## config.mk

```make
export PLATFORM = sky130hd
export DESIGN_NAME = denetim_durum_birimi
export DESIGN_NICKNAME = d
export VERILOG_FILES = /design/src/rtl/denetim_durum_birimi.sv
export SDC_FILE = /design/constraint.sdc
export NUM_CORES = 1
export LEC_CHECK = 0
export BUFFER_PORTS_ARGS = -buffer_cell sky130_fd_sc_hd__clkbuf_2
export CAP_MARGIN = 25
export CORE_ASPECT_RATIO = 0.5
export CORE_MARGIN = 2
export CORE_UTILIZATION = 55
export DETAILED_ROUTE_END_ITERATION = 7
export GPL_TIMING_DRIVEN = 0
export PLACE_DENSITY = 0.85
export REMOVE_ABC_BUFFERS = 1
export SYNTH_ARGS = -nofsm -noshare
export SYNTH_HDL_FRONTEND = slang
export SYNTH_SLANG_ARGS = --single-unit
```

## constraint.sdc

```tcl
create_clock -name clk_i -period 7.4 [get_ports clk_i]
set_input_delay 1.48 -clock clk_i [delete_from_list [all_inputs] [get_ports clk_i]]
set_output_delay 1.48 -clock clk_i [all_outputs]
set_load 0.05 [all_outputs]
```

## src/rtl/denetim_durum_birimi.sv

```systemverilog
// Pipeline control unit for the GETIR/COZ/YURUT/GERIYAZ core: stall, flush,
// operand-forwarding selects and stall/flush performance counters.
module denetim_durum_birimi #(
  parameter int SAYAC_BIT = 32
) (
  input  logic                 clk_i,
  input  logic                 rst_i,
  input  logic [4:0]           cyo_rs1_adres_i,
  input  logic [4:0]           cyo_rs2_adres_i,
  input  logic                 cyo_rs1_kullan_i,
  input  logic                 cyo_rs2_kullan_i,
  input  logic [4:0]           yrt_rd_adres_i,
  input  logic                 yrt_yaz_yazmac_i,
  input  logic                 yrt_bellek_oku_i,
  input  logic                 yrt_mesgul_i,
  input  logic                 yrt_dallanma_i,
  input  logic [4:0]           gy_rd_adres_i,
  input  logic                 gy_yaz_yazmac_i,
  input  logic                 gtr_mesgul_i,
  output logic                 gtr_durdur_o,
  output logic                 cyo_durdur_o,
  output logic                 cyo_bosalt_o,
  output logic                 yrt_durdur_o,
  output logic                 yrt_bosalt_o,
  output logic                 gy_bosalt_o,
  output logic [1:0]           cyo_yonlendir_kontrol1_o,
  output logic [1:0]           cyo_yonlendir_kontrol2_o,
  output logic [SAYAC_BIT-1:0] durdurma_sayac_o,
  output logic [SAYAC_BIT-1:0] bosaltma_sayac_o
);

  typedef enum logic [0:0] {
    CALIS        = 1'b0,
    BOSALT_BEKLE = 1'b1
  } durum_t;

  localparam logic [SAYAC_BIT-1:0] BIR = {{(SAYAC_BIT-1){1'b0}}, 1'b1};

  durum_t durum;
  durum_t durum_sonraki;
  logic   dallanma_kabul;

  logic esY1, esY2, esG1, esG2;
  logic yuk_kull;

  // x0 is hard-wired zero, so a write to it never creates a dependency.
  function automatic logic esles(input logic yaz, input logic [4:0] rd,
                                 input logic [4:0] rs);
    return yaz && (rd != 5'd0) && (rd == rs);
  endfunction

  // A load in YURUT has no data yet, so it falls through to GERIYAZ or the file.
  function automatic logic [1:0] yonlendir(input logic es_yrt, input logic es_gy,
                                           input logic bellek_oku);
    if (es_yrt && !bellek_oku) return 2'b01;
    else if (es_gy)            return 2'b10;
    else                       return 2'b00;
  endfunction

  assign esY1 = esles(yrt_yaz_yazmac_i, yrt_rd_adres_i, cyo_rs1_adres_i);
  assign esY2 = esles(yrt_yaz_yazmac_i, yrt_rd_adres_i, cyo_rs2_adres_i);
  assign esG1 = esles(gy_yaz_yazmac_i, gy_rd_adres_i, cyo_rs1_adres_i);
  assign esG2 = esles(gy_yaz_yazmac_i, gy_rd_adres_i, cyo_rs2_adres_i);

  assign yuk_kull = yrt_bellek_oku_i &&
                    ((cyo_rs1_kullan_i && esY1) || (cyo_rs2_kullan_i && esY2));

  always_comb begin
    gtr_durdur_o             = 1'b0;
    cyo_durdur_o             = 1'b0;
    cyo_bosalt_o             = 1'b0;
    yrt_durdur_o             = 1'b0;
    yrt_bosalt_o             = 1'b0;
    gy_bosalt_o              = 1'b0;
    cyo_yonlendir_kontrol1_o = 2'b00;
    cyo_yonlendir_kontrol2_o = 2'b00;
    dallanma_kabul           = 1'b0;
    durum_sonraki            = durum;

    if (rst_i) begin
      cyo_bosalt_o  = 1'b1;
      yrt_bosalt_o  = 1'b1;
      gy_bosalt_o   = 1'b1;
      durum_sonraki = CALIS;
    end else begin
      cyo_yonlendir_kontrol1_o = yonlendir(esY1, esG1, yrt_bellek_oku_i);
      cyo_yonlendir_kontrol2_o = yonlendir(esY2, esG2, yrt_bellek_oku_i);

      unique case (durum)
        CALIS: begin
          if (yrt_mesgul_i) begin
            // Busy unit wins; YURUT re-presents any branch once it finishes.
            gtr_durdur_o = 1'b1;
            cyo_durdur_o = 1'b1;
            yrt_durdur_o = 1'b1;
            gy_bosalt_o  = 1'b1;
          end else if (yrt_dallanma_i) begin
            cyo_bosalt_o   = 1'b1;
            yrt_bosalt_o   = 1'b1;
            dallanma_kabul = 1'b1;
            if (gtr_mesgul_i) durum_sonraki = BOSALT_BEKLE;
          end else if (yuk_kull) begin
            gtr_durdur_o = 1'b1;
            cyo_durdur_o = 1'b1;
            yrt_bosalt_o = 1'b1;
          end
        end
        BOSALT_BEKLE: begin
          // The fetch completing this cycle is wrong-path and is discarded too.
          cyo_bosalt_o = 1'b1;
          if (!gtr_mesgul_i) durum_sonraki = CALIS;
        end
        default: durum_sonraki = CALIS;
      endcase
    end
  end

  always_ff @(posedge clk_i or posedge rst_i) begin
    if (rst_i) begin
      durum            <= CALIS;
      durdurma_sayac_o <= '0;
      bosaltma_sayac_o <= '0;
    end else begin
      durum <= durum_sonraki;
      if (gtr_durdur_o)   durdurma_sayac_o <= durdurma_sayac_o + BIR;
      if (dallanma_kabul) bosaltma_sayac_o <= bosaltma_sayac_o + BIR;
    end
  end

endmodule

```

==> run_results.csv <==
group,metric,value,unit
run_status,outcome,"finished with violations",
run_status,failed_checks,"design-rule violations",
cts,cts_buffer_depth,2,
sta,final.min_clock_period,5240,ps
cts,htree_num_levels,3,
global_route,grt_pass1_wl,12.72,mm
cts,clock-root-buffer,"sky130_fd_sc_hd__clkbuf_16",
critical_path,timing.critical_path.from_type,"input port",
layout,final_nets,454,
floorplan,io_pins,104,
sta,unrepaired_setup_endpoints_after_global_routing,"no",
global_route,groute.layer.met1.usage,30.58,%
synthesis,synth_seq_cells,65,
routing,overall_via_count_from_detail_route,2724,
routing,routed_wl,7.654,mm
sta,max_slew.worst_pin.slew,1062,ps
sta,totalNegativeSetupSlack,0,ps
layout,postLayoutCellArea,4210,um2
power_and_ir_drop,p_per_area,267.6,nW/um2
synthesis,synth-edff-count,0,
global_route,met3_usage,6.694,%
synthesis,post_synth_xor_area_fraction,21.89,%
routing,route.detailed.wl_per_inst,15.31,um
floorplan,die_area,6636,um2
placed_design,place.gp.congestion,0.8572,
placed_design,placement.io_buffers,103,
power_and_ir_drop,power,1127,uW
cts,cts.clk_slew.worst_paths,60,ps
global_route,grt_pass1_vias,2689,
global_route,grt.total_usage,24.43,%
sta,report.final.hold_viol_count,0,
routing,avgViaCountPerCell,5.448,
hold_path,worst_hold_path_type,"register to register",
critical_path,cp-end-kind,"output port",
synthesis,synthesized_netlist_cell_count,312,
synthesis,ys.warnings.count,0,
sta,fin_skew,7.576,ps
synthesis,synthesized_area_fraction_occupied_by_ao_oa_aoi_and_oai_cells,2.288,%
sta,timing.slew.headroom,28.68,%
routing,detail_route.iter0.violations,206,
synthesis,yosysUniqueCellTypes,41,
critical_path,criticalPathCategory,"input port to output port",
synthesis,synth_area_leader_cell,"sky130_fd_sc_hd__dfrtp_1",
sta,fmax,0.1908,GHz
cts,post_cts_setup_buffer_count,0,
routing,drt_drc_violations_left,5,
synthesis,seq_area_frac_synth,49.58,%
synthesis,synth_simple_gate_area_share,23.00,%
global_route,grt.overflow.total,0,
floorplan,floorplan.die.width,113.2,um
sta,setup_viol,0,
global_route,global_route.usage.met2,42.69,%
placed_design,postPlaceCellArea,3889,um2
synthesis,syn_avg_cell_area,10.51,um2
synthesis,yosys.cell_count.top_type,"sky130_fd_sc_hd__dfrtp_1",
floorplan,rows,19,
sta,timing.final.crit_share,70.82,%
power_and_ir_drop,leakage,0.002101,uW
cts,cts_tree,"built",
sta,holdWs,471.8,ps
critical_path,critPathMaxFanout,21,
synthesis,synth-async-reset-ratio,100.0,%
layout,synthesis_to_layout_area_growth,28.34,%
critical_path,worstPathArrival,3760,ps
synthesis,synthMuxAreaShare,0.6865,%
cts,cts-buffers-inserted,9,
placed_design,dp_slack,2195,ps
routing,dr.pass1.iters,6,
sta,setup_slack,2160,ps
synthesis,synth_top_family_by_area,"simple AND/OR/NAND/NOR gates",
synthesis,synth.top_cell.area_share,49.58,%
floorplan,die_h,58.61,um
synthesis,synth_top_cells_by_area,"sky130_fd_sc_hd__dfrtp_1, sky130_fd_sc_hd__xnor2_1, sky130_fd_sc_hd__xor2_1",
routing,number_of_nets_with_antenna_violations_after_routing,0,
sta,timing_max_transition_violations_final,0,
synthesis,mappedNetlistArea,3281,um2
cts,cts_hold_buf,0,
cts,clock_sinks,65,
global_route,grt_start_max_net_pins,45,
flow_run,drv_cap,0,
power_and_ir_drop,ir_drop,234.9,uV
floorplan,core_region_area,5610,um2
cts,insertion_delay,330,ps
floorplan,start_util,58.47,%
placed_design,dp_hpwl,5.490,mm
synthesis,synth_common_cells,"sky130_fd_sc_hd__dfrtp_1, sky130_fd_sc_hd__xnor2_1, sky130_fd_sc_hd__xor2_1",
cts,post_cts_resize_count,0,
synthesis,yosys.area_share.adder,0.7628,%
layout,insertedDiodeCount,0,
global_route,antenna_violations_before_repair,0,
synthesis,ys.flop_type,"sky130_fd_sc_hd__dfrtp_1",
global_route,global_route_hottest_layer,"met2",
layout,layout-drive-gt1-share,30.44,%
critical_path,critical_path_required,5920,ps
## final cells by class
| class | count | area, um2 |
|---|---|---|
| flip-flops and latches | 65 | 1627 |
| multi-input cells | 233 | 1602 |
| fillers | 387 | 1400 |
| repair buffers | 104 | 535.5 |
| clock buffers | 11 | 242.7 |
| well taps | 73 | 91.34 |
| clock inverters | 5 | 78.83 |
| inverters | 9 | 33.78 |
## per-layer routing
metal | routed length (um) | vias up | part of all wire (%)
li1 | - | 1293 | -
met1 | 3362 | 1346 | 44
met2 | 3796 | 76 | 50
met3 | 407 | 9 | 5.3
met4 | 87 | 0 | 1.1
met5 | 0 | - | 0
## sequential cells by signal (all words and copies together) (netlist names)
name and count:
durum 1, durdurma_sayac_o 32, bosaltma_sayac_o 32
## through the flow
stage               util [%]  std cells
global placement       68.84        483
finish                 75.04        500
detailed placement     69.31        484
CTS                    75.04        500
floorplan                  -        307
global route           75.04        500
## final timing paths
path	endpoint	slack (ps)	start	cells past startpoint
max in group asynchronous	bosaltma_sayac_o[9]	5480	rst_i	3
min in group asynchronous	durdurma_sayac_o[3]	1290	rst_i	2
min	durdurma_sayac_o[31]	470	durdurma_sayac_o[31]	1
min reg2reg	durdurma_sayac_o[31]	470	durdurma_sayac_o[31]	1
max	gtr_durdur_o	2160	yrt_rd_adres_i[1]	7
max reg2reg	durdurma_sayac_o[18]	4970	durdurma_sayac_o[0]	7
## layout by cell type (no fill, tap or decap), types with 3 or more instances in the layout
cell and n:
sky130_fd_sc_hd__nand4_1 17, sky130_fd_sc_hd__clkbuf_2 103, sky130_fd_sc_hd__nor4_1 4, sky130_fd_sc_hd__nand2_1 25
sky130_fd_sc_hd__xnor2_1 55, sky130_fd_sc_hd__nor2_1 22, sky130_fd_sc_hd__nand3_1 20, sky130_fd_sc_hd__and2_1 3
sky130_fd_sc_hd__xor2_1 27, sky130_fd_sc_hd__and3_1 12, sky130_fd_sc_hd__clkbuf_16 9, sky130_fd_sc_hd__dfrtp_1 65
sky130_fd_sc_hd__inv_1 8, sky130_fd_sc_hd__nand2b_1 3, sky130_fd_sc_hd__and4_1 3, sky130_fd_sc_hd__or4_1 3
sky130_fd_sc_hd__nor3_1 13
## worst max-delay path, stage by stage
cell	delay, ps
sky130_fd_sc_hd__clkbuf_2	110
sky130_fd_sc_hd__or4_1	520
sky130_fd_sc_hd__o21a_1	240
sky130_fd_sc_hd__and2_1	210
sky130_fd_sc_hd__a31oi_2	790
sky130_fd_sc_hd__inv_1	130
sky130_fd_sc_hd__clkbuf_2	280
## kinds of logic (layout without fill, tap and decap cells)
kind of cell             after synthesis  after routing
XOR/XNOR                              82             82
AO/OA/AOI/OAI                         10             10
AND/OR/NAND/NOR                      137            137
adder cells (fa/ha/maj)                2              2
multiplexers                           2              2
buffers and inverters                 14            129
flip-flops                            65             65
## where the power goes
group | internal [uW] | switching (uW) | leakage (uW)
logic | 65.6 | 178 | 0.00108
registers | 387 | 41.3 | 0.000865
clock network | 303 | 152 | 0.000159
Power figures use the tool's default switching activity.
